==> config.mk <==
export PLATFORM = sky130hd
export DESIGN_NAME = int_to_fpu_conv
export DESIGN_NICKNAME = d
export VERILOG_FILES = /design/src/rtl/int_to_fpu_conv.sv
export SDC_FILE = /design/constraint.sdc
export NUM_CORES = 1
export LEC_CHECK = 0
export ABC_AREA = 1
export BUFFER_PORTS_ARGS = -buffer_cell sky130_fd_sc_hd__buf_2
export CAP_MARGIN = 20
export CORE_MARGIN = 2
export CORE_UTILIZATION = 34
export CTS_BUF_LIST = sky130_fd_sc_hd__clkbuf_16
export CTS_CLUSTER_DIAMETER = 200
export DETAILED_ROUTE_END_ITERATION = 16
export PLACE_DENSITY = 0.5
export SLEW_MARGIN = 20
export SYNTH_ARGS = -nofsm -noshare
export SYNTH_HDL_FRONTEND = slang
export SYNTH_SLANG_ARGS = --single-unit
==> constraint.sdc <==
create_clock -name clock100KHz -period 2 [get_ports clock100KHz]
set_input_delay 0 -clock clock100KHz [delete_from_list [all_inputs] [get_ports clock100KHz]]
set_output_delay 0 -clock clock100KHz [all_outputs]
set_load 0.03 [all_outputs]
==> src/rtl/int_to_fpu_conv.sv <==
// int_to_fpu_conv
// Converts a 32-bit two's-complement integer into the FPU float word
// {sign[31], exp[30:25], mant[24:0]}. The word has a hidden leading 1 and a
// biased exponent: value = (-1)^s * 1.mant * 2^(exp-BIAS).
// Normalisation shifts one bit per clock, under a start/busy/done handshake.
//
// Parameters:
//   BIAS        exponent bias, 0..32 (default 31)
// Ports:
//   clock100KHz system clock, rising edge
//   reset       asynchronous, active-low reset
//   start       conversion request, sampled only while idle
//   int_in      signed integer, captured on the edge that accepts start
//   busy        high from the accepting edge until the pack edge completes
//   done        one-cycle pulse; data_out/status_out are valid from this cycle
//   data_out    encoded float {sign, exp6, mant25}
//   status_out  one-hot: 0001 exact, 0010 inexact, 0100 overflow,
//               1000 underflow (never raised)
// Build option:
//   ROUND_NEAREST_EVEN_EN  when defined, rounding is ties-to-even instead of
//                          round half-up.

module int_to_fpu_conv #(
    parameter int unsigned BIAS = 31
) (
    input  logic        clock100KHz,
    input  logic        reset,
    input  logic        start,
    input  logic [31:0] int_in,
    output logic        busy,
    output logic        done,
    output logic [31:0] data_out,
    output logic [3:0]  status_out
);

    typedef enum logic [2:0] {
        IDLE,
        ABS,
        NORM,
        ROUND,
        PACK
    } state_t;

    localparam logic [6:0] EXP_INIT = 7'(BIAS + 31);

    localparam logic [3:0] ST_EXACT    = 4'b0001;
    localparam logic [3:0] ST_INEXACT  = 4'b0010;
    localparam logic [3:0] ST_OVERFLOW = 4'b0100;

    state_t      state;
    state_t      state_nxt;

    // mag holds the raw captured integer in ABS, then the magnitude
    logic [31:0] mag;
    logic [6:0]  exp7;
    logic [24:0] mant;
    logic        sign;
    logic        inexact;
    logic        is_zero;

    logic        guard;
    logic        sticky;
    logic        rnd_inc;
    logic [25:0] mant_sum;

    // Rounding of the normalised magnitude; 26-bit sum exposes the carry
    always_comb begin
        guard  = mag[5];
        sticky = |mag[4:0];
`ifdef ROUND_NEAREST_EVEN_EN
        rnd_inc = guard & (sticky | mag[6]);
`else
        rnd_inc = guard;
`endif
        mant_sum = {1'b0, mag[30:6]} + {25'd0, rnd_inc};
    end

    // State register
    always_ff @(posedge clock100KHz or negedge reset) begin
        if (!reset) begin
            state <= IDLE;
        end else begin
            state <= state_nxt;
        end
    end

    // Next-state logic
    always_comb begin
        state_nxt = state;
        case (state)
            IDLE:    if (start) state_nxt = ABS;
            ABS:     state_nxt = (mag == '0) ? PACK : NORM;
            NORM:    if (mag[31]) state_nxt = ROUND;
            ROUND:   state_nxt = PACK;
            PACK:    state_nxt = IDLE;
            default: state_nxt = IDLE;
        endcase
    end

    // Output logic
    always_comb begin
        busy = (state != IDLE);
    end

    // Datapath and registered results
    always_ff @(posedge clock100KHz or negedge reset) begin
        if (!reset) begin
            mag        <= '0;
            exp7       <= '0;
            mant       <= '0;
            sign       <= 1'b0;
            inexact    <= 1'b0;
            is_zero    <= 1'b0;
            done       <= 1'b0;
            data_out   <= '0;
            status_out <= '0;
        end else begin
            done <= 1'b0;
            case (state)
                IDLE: begin
                    if (start) begin
                        mag <= int_in;
                    end
                end
                ABS: begin
                    // Negating 0x80000000 yields 0x80000000, the correct
                    // unsigned magnitude.
                    sign    <= mag[31];
                    mag     <= mag[31] ? (~mag + 32'd1) : mag;
                    exp7    <= EXP_INIT;
                    is_zero <= (mag == '0);
                    inexact <= 1'b0;
                end
                NORM: begin
                    if (!mag[31]) begin
                        mag  <= {mag[30:0], 1'b0};
                        exp7 <= exp7 - 7'd1;
                    end
                end
                ROUND: begin
                    mant    <= mant_sum[24:0];
                    inexact <= guard | sticky;
                    if (mant_sum[25]) begin
                        exp7 <= exp7 + 7'd1;
                    end
                end
                PACK: begin
                    // Overflow is tested first, ahead of the zero case
                    if (exp7 >= 7'd63) begin
                        data_out   <= '0;
                        status_out <= ST_OVERFLOW;
                    end else if (is_zero) begin
                        data_out   <= '0;
                        status_out <= ST_EXACT;
                    end else begin
                        data_out   <= {sign, exp7[5:0], mant};
                        status_out <= inexact ? ST_INEXACT : ST_EXACT;
                    end
                    done <= 1'b1;
                end
                default: ;
            endcase
        end
    end

endmodule

Word-level counts from Yosys, hierarchy flattened
Cells that the tools add are included.

Register bits after elaboration: 107. Input bits: 35. Output and inout port bits: 38. Logic and storage cells: 56.

Add/subtract/negate cells: 4. Magnitude comparators: 1. Eq/ne operators: 9. Muxes and demuxes: 18. Bitwise logic cells: 2. Reduce and logical (&&, ||, !) cells: 11.

Operators with widths (number): $mux W32 (5); $pmux W32 S3 (1); $add A32 B1 Y32 const B (1); $logic_not A32 Y1 (1); $not A32 Y32 (1); $add A25 B1 Y26 (1); $pmux W7 S3 (1); $mux W7 (2); $mux W3 (4); $pmux W3 S4 (1); $ne A2 B2 Y1 const B (5); $reduce_bool A3 Y1 (3); $add A7 B1 Y7 const B (1); $ge A7 B6 Y1 const B (1); $sub A7 B1 Y7 const B (1); $eq A3 B2 Y1 const B (2); $reduce_or A5 Y1 (1); $mux W2 (2); $reduce_and A2 Y1 (2); $reduce_and A4 Y1 (1); $eq A3 B1 Y1 const B (1); $eq A3 B3 Y1 const B (1); $logic_not A3 Y1 (1); $reduce_and A3 Y1 (1); 4 further kinds (4).

Depth between registers and ports, before layout
Gate-level depths: netlist of run 1.

Depth in word-level cells: 4. Depth in mapped cells: 12. Depth with buffers taken out: 12.

Worst setup path after synthesis of run 1
Ideal clock, no wire load.

Kind: register to register. Start: reg state[0]. End: reg exp7[3]. Library setup time: 0.127 ns. Data arrival time: 1.998 ns. Required time: 1.873 ns. Slack: -0.125 ns. Cell stages (with the launch flop): 12. Buffers on the path: 1. Period minus slack after synthesis: 2.125 ns. Cell sequence: dfrtp_1 > inv_1 > nor2_2 > nand2_1 > clkbuf_1 > ha_1 > nand2_1 > nand2_1 > a31oi_1 > nor2_1 > nor3b_1 > o21ai_0.

Longest elaborated chain between the ends: 3. Elaborated cells between the ends (all ways): 8. Those cells by class: eq/ne (5); mux (1); reduce/logical (2).

RTL lines: from (decl) (RTL line 50) `state_t state;`; from (signal assigned) (RTL line 83) `state <= state_nxt;`; $eq A3 B2 Y1 / $eq A3 B1 Y1 (equally long branches) (RTL line 119) `case (state)`; $ne A2 B2 Y1 (no source line) / $reduce_bool A3 Y1 (equally long branches); $reduce_and A3 Y1 (no source line); to (signal assigned) (RTL line 137) `exp7 <= exp7 - 7'd1;`; to (signal assigned) (RTL line 144) `exp7 <= exp7 + 7'd1;`; to (decl) (RTL line 55) `logic [6:0] exp7;`.

Several ways; a longest one is shown, not always the timed one. A chain may end at the register's enable or synchronous reset.

Worst setup path after layout of run 1
Start: reg mag[5]. End: reg mag[7].

Longest elaborated chain between the ends: 4.

RTL lines: from (decl) (RTL line 54) `logic [31:0] mag;`; from (signal assigned) (RTL line 122) `mag <= int_in;`; from (signal assigned) (RTL line 129) `mag <= mag[31] ? (~mag + 32'd1) : mag;`; from (signal assigned) (RTL line 136) `mag <= {mag[30:0], 1'b0};`; $not A32 Y32 (RTL line 129); $add A32 B1 Y32 (RTL line 129); $mux W32 (RTL line 129); $pmux W32 S3 (RTL line 119).

No other way between the ends. The select of a mux whose other input is x is not followed.

==> results.md, run 1 <==
- Status: complete, no violations
- IO buf count: 71
- Largest net degree at the start of global routing: 50
- Post-DR vias/cell: 5.063
- Initial antenna violation count: 0
- Initial core utilization: 34.65%
- Reg2reg start: mag[5]
- Combinational Power Share: around three fifths
- Congestion Overflow GR: 0
- Worst-path cell chain: buf_4 > inv_1 > ha_4 > nand3_1 > nor2_2 > buf_4 > nand2_1 > nand3_1 > o21ai_0 > o21ai_0 > o21ai_1
- Die Width: approximately 140 um
- DRT antenna net count: 0
- Data arrival time of the worst path: 2140 ps
- CTS sink cnt: 106
- Hold EP: mag[10]
- Max incr delay on CP: 390 ps
- Sw Ratio: between 50% and 60%
- Crit-path max FO: 5
- Flop pwr share: 28.9%
- Total negative slack: 0 ps
- GRT Overall Usage: about a fifth
- Origin of the worst min-delay path: int_in[10]
- Final RePlAce weighted congestion: 0.9361
- Mapped Area: approximately 0.0065 mm2
- Highest Clock Rate: 526.7 MHz
- Placed instance area: 0.007433 mm2
- CTS tree: done
- # DRC: 0
- First-pass GRT wire length: around 33000 um
- Power after layout: 0.01427 W
- Max-Cap Viols: 0
- Yosys reg bits: 106
- Root Buffer: clkbuf_16
- Worst vdd ir: 0.0006927 V
- Pins over their slew limit: 0
- Final period util: around 95%
- Met2 Usage GRT: around a third
- Pwr/cell area: 1759 mW/mm2
- Mean Syn Cell Area: 7.114 um2
- Reg2reg end: mag[7]
- Row count: 50
- Ys flop type: dfrtp_1
- Final #Nets: 1086
- R2R depth: 11
- Clk_lat worst skew: 360 ps
- DR iter-0 viols: between 300 and 400
- Sw Pwr: 0.007232 W
- Die height: 142.1 um
- P_int: 0.007037 W
- Worst Hold Path Cells: 5
- Post-Syn Nets: 957
- Clock power frac: 12.7%
- Area grow syn2layout: 25.19%
- Count of cell types in the netlist: 39
- CP Launch Type: flop
- Register area share after synthesis: between 40% and 50%
- Crit path time final: 1898 ps
- Critical path class: reg2reg
- Worst setup EP type: flop
- Routed wire per std cell: 16.27 um
- Dpl cells: between 1k and 1.5k
- Via count: 6476
- Final cell count without fillers: 1279
- Total number of yosys warnings: 0
- Busiest grt layer: met2
- Total CTS buffers: 9
- GRT met3 Usage: approximately 3.6%
- Design area: 0.008114 mm2
- Filler Cells Inserted: 1986
- Cells after Synth: 911
- LEAKAGE: 3.955 nW
- Number of global-route vias before repair: 6079
- Ys async rst share: 100.0%
- Worst min-delay path class: in2reg
- Final WL: ~21000 um
- Core Region: around 0.019 mm2
- Met1 Usage GRT: 31.11%
- Clock Path Buffers: 2
- Worst-case clock skew: 7.573 ps
- H-tree depth: 3
- Die Area: 0.02018 mm2
- Final hold vios: 0
- Diodes inserted: 0
- Smallest hold slack: 7.847 ps
- DRT Pass-1 Iters: 5
- Share of cells above drive strength 1: roughly 17%
- DP HPWL: 15730 um
- CP Data Required Time: 2240 ps
- # setup viols final: 0
- Number of synthesized flops with an enable pin: 0
- Slowest cell on crit path: dfrtp_1
- R2R Setup Slk: a little over 100 ps
- Worst-path clk slew: 80 ps
- IO Count: 73
==> through the flow <==
step / utilization [%] / setup slack, ps
final: 43.38 / 101.5
after floorplan: - / 8.635
after global routing: 43.38 / -28.69
after global placement: 39.74 / 15.48
after detailed placement: 39.74 / 24.21
after CTS: 42.86 / 10.48
==> what timing repair did <==
action                                  CTS  global route
hold endpoints to repair                 59             0
setup buffers                             0             3
endpoints found under the setup margin    0            36
hold buffers                             29             0
resized for setup                         0            17
==> placed cells by master (no fill, tap or decap), types with 5 or more instances in the layout <==
master         instances
nand3_1               68
a21oi_1               22
nor2_1               119
o21ai_1                8
a31oi_1                7
nand2_1              274
dlygate4sd3_1         29
clkbuf_16              9
a32o_1                33
buf_12                 5
nor2_2                 9
nand4_1               10
buf_4                 56
buf_2                 70
inv_1                 83
ha_1                   8
o21ai_0               59
nor3_1                 7
dfrtp_1              105
xor2_1                15
==> synth_stat cells, types with 2 or more instances <==
library cell | number | area share, %
xor2_1 | 15 | 2.0
nor2_1 | 123 | 7.1
nor3_1 | 7 | 0.54
clkbuf_1 | 12 | 0.69
nor3b_1 | 2 | 0.23
o21ai_1 | 8 | 0.62
inv_2 | 2 | 0.12
nand3_1 | 69 | 5.3
a21oi_1 | 22 | 1.7
a32o_1 | 33 | 5.1
nor2_4 | 2 | 0.35
dfrtp_1 | 106 | 41
nand2_2 | 2 | 0.19
clkbuf_2 | 2 | 0.15
nand4_1 | 10 | 0.97
a22oi_1 | 2 | 0.23
o211ai_1 | 3 | 0.35
nor2_2 | 7 | 0.68
or2_2 | 2 | 0.19
a31oi_1 | 8 | 0.77
o21ai_0 | 59 | 4.6
inv_1 | 83 | 4.8
buf_2 | 28 | 2.2
nand2_1 | 277 | 16
ha_1 | 10 | 1.9
nand3b_1 | 4 | 0.46
==> power by group through the flow <==
stage	clock (W)	combinational [W]	sequential, W
2_1_floorplan	0	0.00510	0.00424
3_3_place_gp	0	0.00811	0.00414
3_5_place_dp	0	0.00812	0.00415
4_1_cts	0.00187	0.00820	0.00411
5_1_grt	0.00195	0.00938	0.00427
6_report	0.00181	0.00833	0.00412
==> cell families (layout without fill, tap and decap cells) <==
group	after synthesis	in the layout	share of synthesized area [%]
AOI/OAI and AO/OA	141	141	14.15
xor gates and xnor gates	15	15	2.027
adders and majority gates	11	11	2.239
buffers and inverters	128	262	8.050
DFF	106	106	40.93
other	1	1	0.05786
and+or+nand+nor	509	509	32.55
==> layout make-up <==
| class | instances | area, um2 | area share [%] |
|---|---|---|---|
| Clock inverter | 7 | 68.82 | 0.8481 |
| Clock buffer | 9 | 225.2 | 2.776 |
| Multi-Input combinational cell | 677 | 3382 | 41.68 |
| Timing Repair Buffer | 161 | 1172 | 14.45 |
| Inverter | 85 | 319.1 | 3.932 |
| Sequential cell | 106 | 2654 | 32.71 |
| Tap cell | 234 | 292.8 | 3.608 |
==> state kept, by name, summed over array words and instances (netlist names) <==
name and count:
status_out 3, exp7 7, state 3, done 1, data_out 32, is_zero 1, sign 1, inexact 1
mant 25, mag 32
==> layer usage <==
layer	up-vias	part of all wire, %
li1	3244	-
met4	0	2.2
met1	3055	49
met2	151	45
met3	26	4.2
met5	-	0
==> worst max-delay path: cells and delay by family (launching register included) <==
family / cells / cell delay (ps)
DFF: 1 / 390
and+or+nand+nor: 4 / 410
buffers and inverters: 3 / 440
AOI/OAI and AO/OA: 3 / 360
adders and majority gates: 1 / 170
==> how the worst max path moves through the flow <==
stage               startpoint       end  slack (ps)  depth (start not counted)
floorplan             state[2]   exp7[4]           9                         10
global placement        mag[1]  state[1]          20                          8
detailed placement      mag[1]  state[1]          20                          8
CTS                     mag[1]  state[1]          10                          8
global route            mag[5]    mag[7]         -30                         11
finish                  mag[5]    mag[7]         100                         11
Note: power is estimated with default switching activity, not from simulation.
==> inputs of run 2 (changes only) <==
GPL_TIMING_DRIVEN = 0   (was not set)
==> results.md, run 2 (synthesis results as in run 1) <==
- CTS sink cnt: 106
- Reg2reg start: state[2]
- Final RePlAce weighted congestion: 0.9361
- Smallest hold slack: 3.418 ps
- Max-Cap Viols: 0
- Origin of the worst min-delay path: int_in[17]
- Core Region: 0.01871 mm2
- Clock power frac: around 13%
- Unrepaired setup endpoints after global routing: yes
- Pwr/cell area: around 1800 mW/mm2
- Initial antenna violation count: 0
- Worst slew margin: 64.58%
- Worst Hold Path Cells: 5
- Worst setup EP type: flop
- DR iter-0 viols: between 400 and 500
- GRT met3 Usage: 3.499%
- Status: complete, no violations
- Total negative slack: 0 ps
- Hold EP: mag[17]
- Row count: 50
- Met2 Usage GRT: between 30% and 40%
- R2R depth: 10
- Placement Setup Slack: -456.9 ps
- P_int: 0.006941 W
- Largest regs: data_out (32), mag (32), mant (25)
- Largest net degree at the start of global routing: 63
- R2R Setup Slk: 40 ps
- IO Count: 73
- Number of global-route vias before repair: 6190
- CTS tree: done
- Worst-case clock skew: 8.173 ps
- Area grow syn2layout: 24.19%
- Flop pwr share: 27.7%
- Tightest Pin Transition: 531.3 ps
- Initial core utilization: between 30% and 40%
- # setup viols final: 0
- Busiest grt layer: met2
- Final #Nets: roughly 1.1k
- Clock Path Buffers: 2
- First-pass GRT wire length: 34530 um
- Final hold vios: 0
- Worst min-delay path class: in2reg
- Final WL: 21540 um
- IO buf count: 71
- Post-DR vias/cell: 5.134
- CP Launch Type: flop
- Via count: 6530
- Power after layout: 0.01438 W
- Most common cell after layout, fill and taps aside: nand2_1
- DRT antenna net count: 0
- Die height: 142.1 um
- Met1 Usage GRT: 30.96%
- Pins over their slew limit: 0
- Filler Cells Inserted: 2036
- Sw Pwr: 0.007441 W
- Combinational Power Share: 58.9%
- Critical path class: reg2reg
- GRT Overall Usage: 22.12%
- Reg2reg end: exp7[4]
- LEAKAGE: roughly 3.9 nW
- Final period util: 97.84%
- DP HPWL: 16010 um
- Final Core Density: 43.03%
- Sw Ratio: 51.74%
- Die Width: 142.1 um
- Total CTS buffers: 9
- Fin worst setup slack: 43.12 ps
- Crit-path max FO: 9
- Worst vdd ir: 0.0007336 V
- DRT Pass-1 Iters: 5
- Clk_lat worst skew: 360 ps
- Worst-path clk slew: 80 ps
- Diodes inserted: 0
- Share of cells above drive strength 1: between 15 and 20%
- Highest Clock Rate: 511.0 MHz
- Congestion Overflow GR: 0
- CP Data Required Time: 2250 ps
- Crit path time final: 1957 ps
- Root Buffer: clkbuf_16
- Routed wire per std cell: 16.93 um
- Most frequent cells in the layout: 269 x nand2_1, 116 x nor2_1, 103 x dfrtp_1, 92 x buf_2, 83 x inv_1
- H-tree depth: 3
- Data arrival time of the worst path: 2210 ps
- Die Area: 0.02018 mm2
- # DRC: 0
[run 2: metal layers]
metal | share of wire [%] | vias up
met4 | 2.2 | 0
met1 | 47 | 3084
met2 | 46 | 185
met5 | 0 | -
li1 | - | 3230
met3 | 4.8 | 31
[run 2: through the flow]
step	std cells	cell area (um2)
floorplan	911	6485
global placement	1216	7133
detailed placement	1217	7167
CTS	1265	7888
global route	1272	8049
finish	1272	8049
[run 2: what timing repair did]
action,in CTS,in global routing
setup endpoints to repair,18,76
hold endpoints to repair,71,0
pin swaps,2,3
gates cloned,0,0
buffers inserted,4,8
gates resized for setup,19,36
hold buffers,28,0
[run 2: critical path: stages (launching register included)]
cell,delay [ps]
dfrtp_2,450
nor2_4,160
nand2_4,80
clkbuf_16,180
fa_2,380
nand2_2,100
nand2_2,60
a21oi_2,130
nor2_1,60
nor3b_2,160
o21ai_1,80
[run 2: power groups by stage]
stage	combinational, W	clock, W	sequential (W)
after global placement	0.00784	0	0.00395
after floorplan	0.00510	0	0.00424
after detailed placement	0.00789	0	0.00396
final	0.00848	0.00192	0.00399
after global routing	0.00959	0.00205	0.00411
after CTS	0.00818	0.00198	0.00393
[run 2: final cells by class]
cell class / instances / area, um2 / area share, %
sequential: 106 / 2656 / 33.00
clock buffer: 9 / 225.2 / 2.798
tap: 234 / 292.8 / 3.637
clock inverter: 7 / 90.09 / 1.119
multi-input combinational: 677 / 3467 / 43.07
timing repair buffer: 112 / 759.5 / 9.436
buffer: 42 / 234.0 / 2.907
inverter: 85 / 324.1 / 4.026
[run 2: worst max path at each step]
stage | from | to | cells past startpoint
after CTS | state[2] | exp7[4] | 10
final | state[2] | exp7[4] | 10
after detailed placement | state[2] | exp7[4] | 10
after global placement | reset | status_out[2] | 1
after global routing | state[2] | exp7[4] | 10
after floorplan | state[2] | exp7[4] | 10
==> inputs of run 3 (changes only) <==
PLACE_DENSITY = not set   (was 0.5)
==> results.md, run 3 (synthesis results as in run 1) <==
- Status: complete, no violations
- Largest regs: data_out (32), mag (32), mant (25)
- Post-DR vias/cell: slightly above 5
- Final period util: 96.51%
- Origin of the worst min-delay path: start
- Flop pwr share: 27.7%
- Max-Cap Viols: 0
- Share of cells above drive strength 1: 18.21%
- Area grow syn2layout: 24.00%
- Data arrival time of the worst path: between 2000 and 2500 ps
- Tightest Pin Transition: 534.8 ps
- Final WL: 20830 um
- Placement Setup Slack: -318.5 ps
- DRT Pass-1 Iters: 5
- DP HPWL: 15470 um
- GRT Overall Usage: 21.12%
- Worst-case clock skew: 9.647 ps
- Clk_lat worst skew: 360 ps
- Via count: 6543
- DRT antenna net count: 0
- P_int: 0.006940 W
- Initial antenna violation count: 0
- Worst min-delay path class: in2reg
- Max incr delay on CP: approximately 400 ps
- Crit path time final: ~1900 ps
- Reg2reg start: state[0]
- Highest Clock Rate: 518.1 MHz
- Final #Nets: between 1k and 1.5k
- # setup viols final: 0
- IO Count: 73
- Worst slew margin: 64.35%
- Clock Path Buffers: 2
- # DRC: 0
- Sw Pwr: roughly 0.0074 W
- Pins over their slew limit: 0
- Die height: 142.1 um
- Reg2reg end: exp7[4]
- Hold EP: state[0]
- CP Launch Type: flop
- Worst Hold Path Cells: 3
- IO buf count: 71
- R2R Setup Slk: 70 ps
- Unrepaired setup endpoints after global routing: yes
- Final RePlAce weighted congestion: 0.9285
- Congestion Overflow GR: 0
- First-pass GRT wire length: around 33000 um
- Total CTS buffers: 9
- Final hold vios: 0
- Fin worst setup slack: roughly 70 ps
- Row count: 50
- Largest net degree at the start of global routing: 79
- Diodes inserted: 0
- Worst-path clk slew: approximately 80 ps
- Root Buffer: clkbuf_16
- CTS tree: done
- R2R depth: 11
- Design area: approximately 0.008 mm2
- CTS sink cnt: 106
- Pwr/cell area: between 1500 and 2000 mW/mm2
- CP Data Required Time: 2250 ps
- Die Area: slightly above 0.02 mm2
- DR iter-0 viols: 489
- Power after layout: between 0.01 and 0.015 W
- Filler Cells Inserted: between 1.5k and 2k
- Combinational Power Share: 59.2%
- H-tree depth: 3
- Routed wire per std cell: 16.37 um
- Slowest cell on crit path: dfrtp_1
- Number of global-route vias before repair: roughly 6.1k
- Top cell by count, worst path: nand2_2
- Die Width: 142.1 um
- Crit-path max FO: 7
- Worst-path cell chain: inv_2 > nor2_4 > nand2_4 > clkbuf_16 > fa_2 > nand2_2 > nand2_2 > a21oi_2 > nor2_1 > nor3b_2 > o21ai_1
- Worst setup EP type: flop
- Most common cell after layout, fill and taps aside: nand2_1
- Placed instance area: 0.007167 mm2
- Initial core utilization: 34.65%
- Clock power frac: 13.2%
- Core Region: roughly 0.019 mm2
- Most frequent cells in the layout: 266 x nand2_1, 118 x nor2_1, 103 x dfrtp_1, 96 x buf_2, 78 x inv_1
- Sw Ratio: 51.64%
- Critical path class: reg2reg
- Worst vdd ir: slightly above 0.0008 V
- LEAKAGE: 3.871 nW
## run 3: per-layer routing
metal / GRT usage [%] / wire [um]
met1: 30.48 / 9905
met2: 32.67 / 9262
met3: 3.533 / 1156
met4: 5.895 / 503
met5: 0 / 0
## run 3: area by class of cell
| class | instances | area [um2] | area share (%) |
|---|---|---|---|
| inverter | 85 | 321.6 | 4.001 |
| multi-input combinational | 677 | 3473 | 43.22 |
| clock buffer | 9 | 225.2 | 2.802 |
| timing repair buffer | 111 | 747.0 | 9.295 |
| clock inverter | 7 | 87.58 | 1.090 |
| buffer | 43 | 232.7 | 2.896 |
| tap | 234 | 292.8 | 3.643 |
| sequential | 106 | 2656 | 33.05 |
## run 3: critical path, delay by kind of cell, from the launching register on
kind | cells | cell delay, ps
and+or+nand+nor | 6 | 590
DFF | 1 | 400
adders and majority gates | 1 | 360
buffers and inverters | 2 | 240
AOI/OAI and AO/OA | 2 | 220
## run 3: worst max path at each step
| stage | startpoint | to | slack (ps) | depth (start not counted) |
|---|---|---|---|---|
| 6_report | state[0] | exp7[4] | 70 | 11 |
| 5_1_grt | state[0] | exp7[4] | -40 | 11 |
| 2_1_floorplan | state[2] | exp7[4] | 9 | 10 |
| 4_1_cts | state[0] | exp7[4] | -130 | 11 |
| 3_5_place_dp | state[2] | exp7[4] | -320 | 10 |
| 3_3_place_gp | reset | status_out[2] | -430 | 1 |
## run 3: power groups by stage
stage          sequential, W  combinational (W)  clock, W
2_1_floorplan        0.00424            0.00510         0
3_3_place_gp         0.00394            0.00772         0
3_5_place_dp         0.00395            0.00779         0
4_1_cts              0.00392            0.00798   0.00194
5_1_grt              0.00410            0.00951   0.00202
6_report             0.00397            0.00849   0.00189
## run 3: repair_timing
item	in CTS	in global routing
hold buffers	26	0
setup buffers	5	8
resized for setup	9	48
hold endpoints to repair	131	0
endpoints found under the setup margin	15	52
pin swaps	1	12
cloned	0	0
## run 3: through the flow
stage	setup TNS, ps	cells	hold WS, ps	utilization [%]
floorplan	0	911	-295.6	-
global placement	-45100	1216	260.4	38.13
detailed placement	-1651	1217	-92.39	38.31
CTS	-191.7	1264	4.505	41.82
global route	-267.3	1272	22.63	42.96
finish	0	1272	2.885	42.96
